[config.mk]
export PLATFORM = sky130hd
export DESIGN_NAME = pipeline_hazard_ctrl
export DESIGN_NICKNAME = d
export VERILOG_FILES = /design/src/rtl/pipeline_pkg.sv /design/src/rtl/hazard_fwd_unit.sv /design/src/rtl/pipeline_hazard_ctrl.sv
export SDC_FILE = /design/constraint.sdc
export NUM_CORES = 1
export LEC_CHECK = 0
export CORE_ASPECT_RATIO = 1.1
export CORE_MARGIN = 2
export CORE_UTILIZATION = 40
export CTS_CLUSTER_DIAMETER = 120
export CTS_CLUSTER_SIZE = 40
export DETAILED_ROUTE_END_ITERATION = 8
export PLACE_DENSITY = 0.83
export SLEW_MARGIN = 40
export SYNTH_ARGS = -nofsm -noshare
export SYNTH_HDL_FRONTEND = slang
export SYNTH_HIERARCHICAL = 1
export SYNTH_SLANG_ARGS = --single-unit
export TNS_END_PERCENT = 5
[constraint.sdc]
create_clock -name clk -period 3 [get_ports clk]
set_clock_uncertainty 0.15 [all_clocks]
set_input_delay 0.45 -clock clk [delete_from_list [all_inputs] [get_ports clk]]
set_output_delay 0.45 -clock clk [all_outputs]
set_load 0.05 [all_outputs]
[src/rtl/pipeline_pkg.sv]
// Shared definitions for the two-stage RV32I pipeline control logic:
// writeback-select encodings, hazard FSM states and the x0 register index.
package pipeline_pkg;

    // MW-stage writeback source select
    typedef enum logic [1:0] {
        WB_ALU = 2'd0,
        WB_MEM = 2'd1,
        WB_PC4 = 2'd2
    } wb_sel_t;

    // Hazard controller sequencing states
    typedef enum logic [1:0] {
        RUN      = 2'd0,
        MEM_WAIT = 2'd1,
        FLUSH    = 2'd2
    } hz_state_t;

    // Architectural zero register; never a forwarding source
    localparam logic [4:0] REG_ZERO = 5'd0;

    // Increment that sticks at all-ones instead of wrapping
    function automatic logic [31:0] sat_inc32(input logic [31:0] v, input logic en);
        if (en && (v != '1)) begin
            return v + 32'd1;
        end
        return v;
    endfunction

endpackage

[src/rtl/hazard_fwd_unit.sv]
// Operand forwarding compare: selects the MW writeback value for an Execute
// operand when MW writes the same non-zero register.
module hazard_fwd_unit
    import pipeline_pkg::*;
(
    input  logic [4:0] rs1_i,
    input  logic [4:0] rs2_i,
    input  logic [4:0] rd_i,
    input  logic       reg_wr_i,
    output logic       fwd_a_o,
    output logic       fwd_b_o
);

    logic rd_live;

    // Source/destination match against a live, non-x0 destination
    always_comb begin
        rd_live = reg_wr_i && (rd_i != REG_ZERO);
        fwd_a_o = rd_live && (rd_i == rs1_i);
        fwd_b_o = rd_live && (rd_i == rs2_i);
    end

endmodule

[src/rtl/pipeline_hazard_ctrl.sv]
// Hazard controller for the two-stage (F/E -> M/W) RV32I pipeline.
// Drives operand forwarding, load-use stall with timeout, and branch flush.
// Optional feature macro: HAZARD_PERF_CNT_EN adds saturating 32-bit
// stall_cnt / flush_cnt / fwd_cnt performance counter outputs.
module pipeline_hazard_ctrl
    import pipeline_pkg::*;
#(
    parameter int unsigned FLUSH_CYCLES = 1,
    parameter int unsigned MEM_TIMEOUT  = 16
) (
    input  logic        clk,
    input  logic        rst,
    input  logic [4:0]  rs1_E,
    input  logic [4:0]  rs2_E,
    input  logic [4:0]  rd_MW,
    input  logic        reg_wrMW,
    input  logic [1:0]  wb_selMW,
    input  logic        br_taken,
    input  logic        dmem_ready,
    output logic        fwd_a,
    output logic        fwd_b,
    output logic        stall,
    output logic        flush,
    output logic        mem_err
`ifdef HAZARD_PERF_CNT_EN
    ,
    output logic [31:0] stall_cnt,
    output logic [31:0] flush_cnt,
    output logic [31:0] fwd_cnt
`endif
);

    localparam logic [7:0] TO_LAST = 8'(MEM_TIMEOUT - 1);
    localparam logic [7:0] FL_LAST = 8'(FLUSH_CYCLES - 1);

    hz_state_t  state_q, state_d;
    logic [7:0] cnt_q, cnt_d;
    logic       load_pend;
    logic       stall_d, flush_d, err_d;
    logic       fwd_a_raw, fwd_b_raw;

    hazard_fwd_unit u_fwd (
        .rs1_i    (rs1_E),
        .rs2_i    (rs2_E),
        .rd_i     (rd_MW),
        .reg_wr_i (reg_wrMW),
        .fwd_a_o  (fwd_a_raw),
        .fwd_b_o  (fwd_b_raw)
    );

    // Next-state and control decode; memory wait has priority over branch
    always_comb begin
        state_d   = state_q;
        cnt_d     = cnt_q;
        stall_d   = 1'b0;
        flush_d   = 1'b0;
        err_d     = 1'b0;
        load_pend = reg_wrMW && (wb_selMW == WB_MEM) && !dmem_ready;
        case (state_q)
            RUN: begin
                if (load_pend) begin
                    stall_d = 1'b1;
                    state_d = MEM_WAIT;
                    cnt_d   = 8'd1;
                end else if (br_taken) begin
                    flush_d = 1'b1;
                    if (FLUSH_CYCLES > 1) begin
                        state_d = FLUSH;
                        cnt_d   = 8'd1;
                    end
                end
            end
            MEM_WAIT: begin
                if (dmem_ready) begin
                    state_d = RUN;
                end else if (cnt_q == TO_LAST) begin
                    err_d   = 1'b1;
                    state_d = RUN;
                end else begin
                    stall_d = 1'b1;
                    cnt_d   = cnt_q + 8'd1;
                end
            end
            FLUSH: begin
                // br_taken here belongs to a squashed slot and is ignored
                flush_d = 1'b1;
                if (cnt_q == FL_LAST) begin
                    state_d = RUN;
                end else begin
                    cnt_d = cnt_q + 8'd1;
                end
            end
            default: begin
                state_d = RUN;
                cnt_d   = '0;
            end
        endcase
    end

    // Outputs are forced low while reset is asserted
    always_comb begin
        fwd_a   = rst && fwd_a_raw;
        fwd_b   = rst && fwd_b_raw;
        stall   = rst && stall_d;
        flush   = rst && flush_d;
        mem_err = rst && err_d;
    end

    // State and wait/flush counter registers
    always_ff @(posedge clk) begin
        if (!rst) begin
            state_q <= RUN;
            cnt_q   <= '0;
        end else begin
            state_q <= state_d;
            cnt_q   <= cnt_d;
        end
    end

`ifdef HAZARD_PERF_CNT_EN
    logic [31:0] stall_cnt_q, flush_cnt_q, fwd_cnt_q;

    // Saturating event counters for stall, flush and forwarding cycles
    always_ff @(posedge clk) begin
        if (!rst) begin
            stall_cnt_q <= '0;
            flush_cnt_q <= '0;
            fwd_cnt_q   <= '0;
        end else begin
            stall_cnt_q <= sat_inc32(stall_cnt_q, stall);
            flush_cnt_q <= sat_inc32(flush_cnt_q, flush);
            fwd_cnt_q   <= sat_inc32(fwd_cnt_q, fwd_a || fwd_b);
        end
    end

    assign stall_cnt = stall_cnt_q;
    assign flush_cnt = flush_cnt_q;
    assign fwd_cnt   = fwd_cnt_q;
`endif

endmodule

After elaboration in Yosys (flattened, before gate mapping)
Cells that the tools add are included.
- logic and storage cells: 51
- register bits: 10
- output and inout port bits: 5
- input bits: 22
- add/sub/neg operators: 1
- eq/ne operators: 12
- mux-type cells: 20
- reduce and logical (&&, ||, !) cells: 16
- operators with widths (operator ; number):
    $mux W8 ; 4
    $pmux W8 S3 ; 1
    $eq A5 B5 Y1 ; 2
    $logic_and A1 B1 Y1 ; 10
    $ne A2 B2 Y1 const B ; 5
    $add A8 B1 Y8 const B ; 1
    $eq A8 B4 Y1 const B ; 1
    $logic_not A8 Y1 ; 1
    $mux W1 ; 8
    $mux W2 ; 4
    $pmux W2 S3 ; 1
    $reduce_bool A5 Y1 ; 1
    $eq A2 B1 Y1 const B ; 2
    $pmux W1 S2 ; 2
    $reduce_and A4 Y1 ; 1
    $ne A3 B3 Y1 const B ; 1
    $reduce_and A3 Y1 ; 1
    $eq A2 B2 Y1 const B ; 1
    $logic_not A2 Y1 ; 1
    $logic_not A1 Y1 ; 1

Longest topological paths before layout
- depth after elaboration: 6
- depth in mapped cells: 5
- mapped depth without buffers: 5

By module
Netlist, hierarchy kept.
- modules (own cells, without submodules) (module ; cells an instance ; sequential area each (µm²) ; instances ; area an instance (µm²)):
    pipeline_hazard_ctrl ; 65 ; 180.2 ; 1 ; 538.0
    hazard_fwd_unit ; 16 ; 0.0 ; 1 ; 123.9

Worst setup path after synthesis
No wires, ideal clock.
- kind: reg-to-output
- start point: reg cnt_q[5]
- end point: out mem_err
- data required time: 2.400 ns
- slack: -0.003 ns
- cell stages (with the launch flop): 3
- arrival time: 2.403 ns
- buffers on the path: 0
- cell sequence: dfxtp_1 -> or4_4 -> nor4_1
- word-level cells in the longest chain between the ends: 5
- RTL lines (what ; line ; RTL):
    from (decl) ; pipeline_hazard_ctrl.sv:37 ; logic [7:0] cnt_q, cnt_d;
    from (signal assigned) ; pipeline_hazard_ctrl.sv:116 ; cnt_q <= cnt_d;
    $eq A8 B4 Y1 ; pipeline_hazard_ctrl.sv:76 ; end else if (cnt_q == TO_LAST) begin
    $mux W1 ; pipeline_hazard_ctrl.sv:76 ;
    $mux W1 ; pipeline_hazard_ctrl.sv:74 ; if (dmem_ready) begin
    $mux W1 ; pipeline_hazard_ctrl.sv:59 ; case (state_q)
    $logic_and A1 B1 Y1 ; pipeline_hazard_ctrl.sv:106 ; mem_err = rst && err_d;
    to (decl) ; pipeline_hazard_ctrl.sv:24 ; output logic mem_err
Every way passes these cells.

Worst setup path after layout
- start point: in rd_MW[1]
- end point: out fwd_b
- word-level cells in the longest chain between the ends: 4
- elaborated cells on any way between the ends: 5
- those cells by class: eq/ne: 1; reduce/logical: 4
- RTL lines (what ; line ; RTL):
    from (decl) ; pipeline_hazard_ctrl.sv:15 ; input logic [4:0] rd_MW,
    $reduce_bool A5 Y1 ; hazard_fwd_unit.sv:18 ; rd_live = reg_wr_i && (rd_i != REG_ZERO);
    $logic_and A1 B1 Y1 ; hazard_fwd_unit.sv:18 ;
    $logic_and A1 B1 Y1 (*) ; hazard_fwd_unit.sv:20 ; fwd_b_o = rd_live && (rd_i == rs2_i);
    named net fwd_b_raw ; pipeline_hazard_ctrl.sv:40 ; logic fwd_a_raw, fwd_b_raw;
    $logic_and A1 B1 Y1 (*) ; pipeline_hazard_ctrl.sv:103 ; fwd_b = rst && fwd_b_raw;
    to (decl) ; pipeline_hazard_ctrl.sv:21 ; output logic fwd_b,
The timed path passes the listed nets; every way through them passes the cells marked *.

==> results.json <==
{
  "synth.largest_area_cell": "dfxtp_1",
  "grt_remaining_overflow": 0,
  "netSwitchingFraction_pct": 25.6,
  "total_power_mw": 0.285,
  "timing.hold.worst.start": "cnt_q[7]",
  "drt_iter0_drc": 6,
  "core_um2": 1560,
  "reg2reg_depth": 5,
  "grt_first_pass_wirelength_mm": 2.52,
  "io_buffer_count": 26,
  "num_io_pins": 27,
  "tns_ns": 0,
  "die_width_um": 42.8,
  "rrSetupSlack_ns": 1.17,
  "crit_path_end_kind": "output port",
  "cts_setup_buffers": 0,
  "cts_tree": "built",
  "synth_edf_count": 0,
  "fp-row-count": 15,
  "clock-sinks": 9,
  "p_leak_nw": 0.351,
  "drc": 0,
  "place.gp.congestion": 0.773,
  "required_ns": 2.40,
  "root_buffer": "clkbuf_4",
  "syn_area_um2": 662,
  "firstDrtPassIters": 4,
  "relSlewSlack_pct": 65.6,
  "hpwl_mm": 1.26,
  "post_cts_resized": 0,
  "htree_levels": 1,
  "hold_violations": 0,
  "min_to": "cnt_q[7]",
  "internal_power_mw": 0.212,
  "dieArea_um2": 2000,
  "fmax_mhz": 385,
  "die_height_um": 46.7,
  "grt_pass1_vias": 677,
  "clock_path_buffers": 2,
  "finalWirelength_mm": 1.52,
  "grt_max_degree": 11,
  "fin_crit_sh_pct": 86.5,
  "p_switching_mw": 0.0729,
  "antenna_found_initial": 0,
  "worst_pin_slew_ns": 0.513,
  "slowest_stage": "or4_1",
  "final_max_slew_viol_count": 0,
  "synth_most_common_cell": "dfxtp_1",
  "crit_chain": "clkdlybuf4s50_1 -> or4_1 -> nor2_1 -> nor4_1 -> and2_1 -> buf_4",
  "cp_max_fo": 3,
  "critPathMaxStageDelay_ns": 0.53,
  "via_per_inst": 5.62,
  "worstSetupStartpointType": "input port",
  "cap_violations": 0,
  "drive_above_1_share_pct": 12.7,
  "area_growth_pct": 49.0,
  "dp.cells": 123,
  "ys_ff_latch": 9,
  "cp_num_buf_inv": 2,
  "p_comb_share_pct": 23.5,
  "diodes": 0,
  "ir_drop_v": 0.000181,
  "holdPathStages": 1,
  "synth-main-ff-cell": "dfxtp_1",
  "avgRoutedWirePerCell_um": 12.0,
  "hp-class": "register to register",
  "cts_inserted_buffers": 3,
  "yosys_warnings": 6,
  "crit_type": "input port to output port",
  "postSynth.asyncResetShare_pct": 0,
  "cts_hold_buf": 0,
  "run_status": "complete, no violations",
  "synth_nets": 104,
  "synth_common_cells": "dfxtp_1 (9), a21oi_1 (8), inv_1 (6), xnor2_1 (6)",
  "vias": 714,
  "grt_use_total_pct": 17.4,
  "syn_inst": 81,
  "clkPwrFrac_pct": 33.6,
  "nNetsFinal": 134,
  "r2r-end": "cnt_q[6]",
  "ant_nets": 0,
  "arrival_ns": 2.00,
  "synth_top_area_share_pct": 27.2,
  "p_per_area_nw_per_um2": 289,
  "power_frac_seq_pct": 42.9,
  "floorplan.initialDensity_pct": 42.5,
  "post_synth.cell_area_avg_um2": 8.17,
  "finalCriticalPeriod_ns": 2.60,
  "setup_viol": 0,
  "timing.rr.start": "cnt_q[0]",
  "ys_top_cells_by_area": "dfxtp_1 (27%), xnor2_1 (7.9%), a21oi_1 (6.0%)",
  "final_cells": 127,
  "critical-path-top-delay-family": "simple AND/OR/NAND/NOR gates",
  "worstSkewPairLatency_ns": 0.27,
  "yosysSeqAreaShare_pct": 27.2,
  "clk_pin_slew_worst_paths_ns": 0.06,
  "rsz0062_at_grt": "no",
  "ys_types": 29
}
layout by cell type, fill, tap and decap left out:
cell type / instances
buf_12: 2
nand3_1: 2
and4_2: 1
nor4_2: 1
nor4_1: 4
or4_1: 2
buf_4: 4
and2_1: 3
a32o_1: 1
and3b_2: 1
and4_1: 1
or4_4: 1
o2111ai_1: 1
clkbuf_1: 1
xnor2_1: 6
o221ai_4: 1
nor3_1: 2
a31oi_1: 2
a2bb2oi_1: 1
a211oi_1: 2
a21oi_1: 8
nor2_1: 3
xor2_1: 4
o21ai_1: 1
nand4_1: 5
ha_1: 1
clkdlybuf4s50_1: 21
dfxtp_1: 9
clkbuf_4: 3
mux2i_1: 2
nand2_1: 5
o21ai_0: 2
and3_1: 1
inv_1: 6
metrics by stage:
stage | util [%] | setup WS [ns] | instance area [um2] | hold WS (ns)
floorplan | - | 0.498 | 668 | 0.310
global placement | 61.6 | 0.444 | 960 | 0.335
finish | 63.3 | 0.405 | 986 | 0.353
global route | 63.3 | 0.339 | 986 | 0.390
CTS | 63.3 | 0.389 | 986 | 0.356
detailed placement | 61.6 | 0.396 | 960 | 0.349
cell type report:
type	count	area (um2)
Clock buffer	4	26.3
Fill cell	152	572
Inverter	6	22.5
Multi-Input combinational cell	64	455
Sequential cell	9	180
Tap cell	17	21.3
Timing Repair Buffer	27	280
worst reg2reg max path, stage by stage, from the launching register on:
cell and delay [ns]:
dfxtp_1 0.35, ha_1 0.26, and4_1 0.23, a211oi_1 0.48
nand4_1 0.15, mux2i_1 0.14
flip-flops by register name, summed over array words and instances (netlist names):
name,cells
state_q,1
cnt_q,8
kinds of logic after synthesis:
logic type                 after synthesis  synth area share [%]
xor gates and xnor gates                10                  13.2
muxes                                    2                  3.02
buffers and inverters                    8                  4.91
adders and majority gates                1                  1.89
AOI/OAI and AO/OA                       19                  20.6
and+or+nand+nor                         32                  29.1
DFF                                      9                  27.2
worst max-delay path by stage:
stage	from	to	slack (ns)	cells past startpoint
after detailed placement	rd_MW[1]	fwd_b	0.40	6
after CTS	rd_MW[1]	fwd_b	0.39	6
final	rd_MW[1]	fwd_b	0.40	6
after floorplan	wb_selMW[0]	flush	0.50	2
after global placement	rd_MW[1]	fwd_b	0.44	6
after global routing	rd_MW[4]	fwd_b	0.34	6
power by group through the flow:
| stage | Clock [mW] | Combinational (mW) | Sequential (mW) |
|---|---|---|---|
| after floorplan | 0 | 0.0286 | 0.124 |
| after global placement | 0 | 0.0665 | 0.125 |
| after detailed placement | 0 | 0.0675 | 0.125 |
| after CTS | 0.0966 | 0.0677 | 0.122 |
| after global routing | 0.103 | 0.0719 | 0.122 |
| final | 0.0956 | 0.0669 | 0.122 |
routing by layer:
layer	track usage, %	share of wire [%]	vias to the layer above
met4	11.3	3.1	0
met1	16.6	39	310
li1	-	-	365
met3	4.31	8.2	4
met2	33.3	49	35
met5	0	0	-
Power figures use the tool's default switching activity.
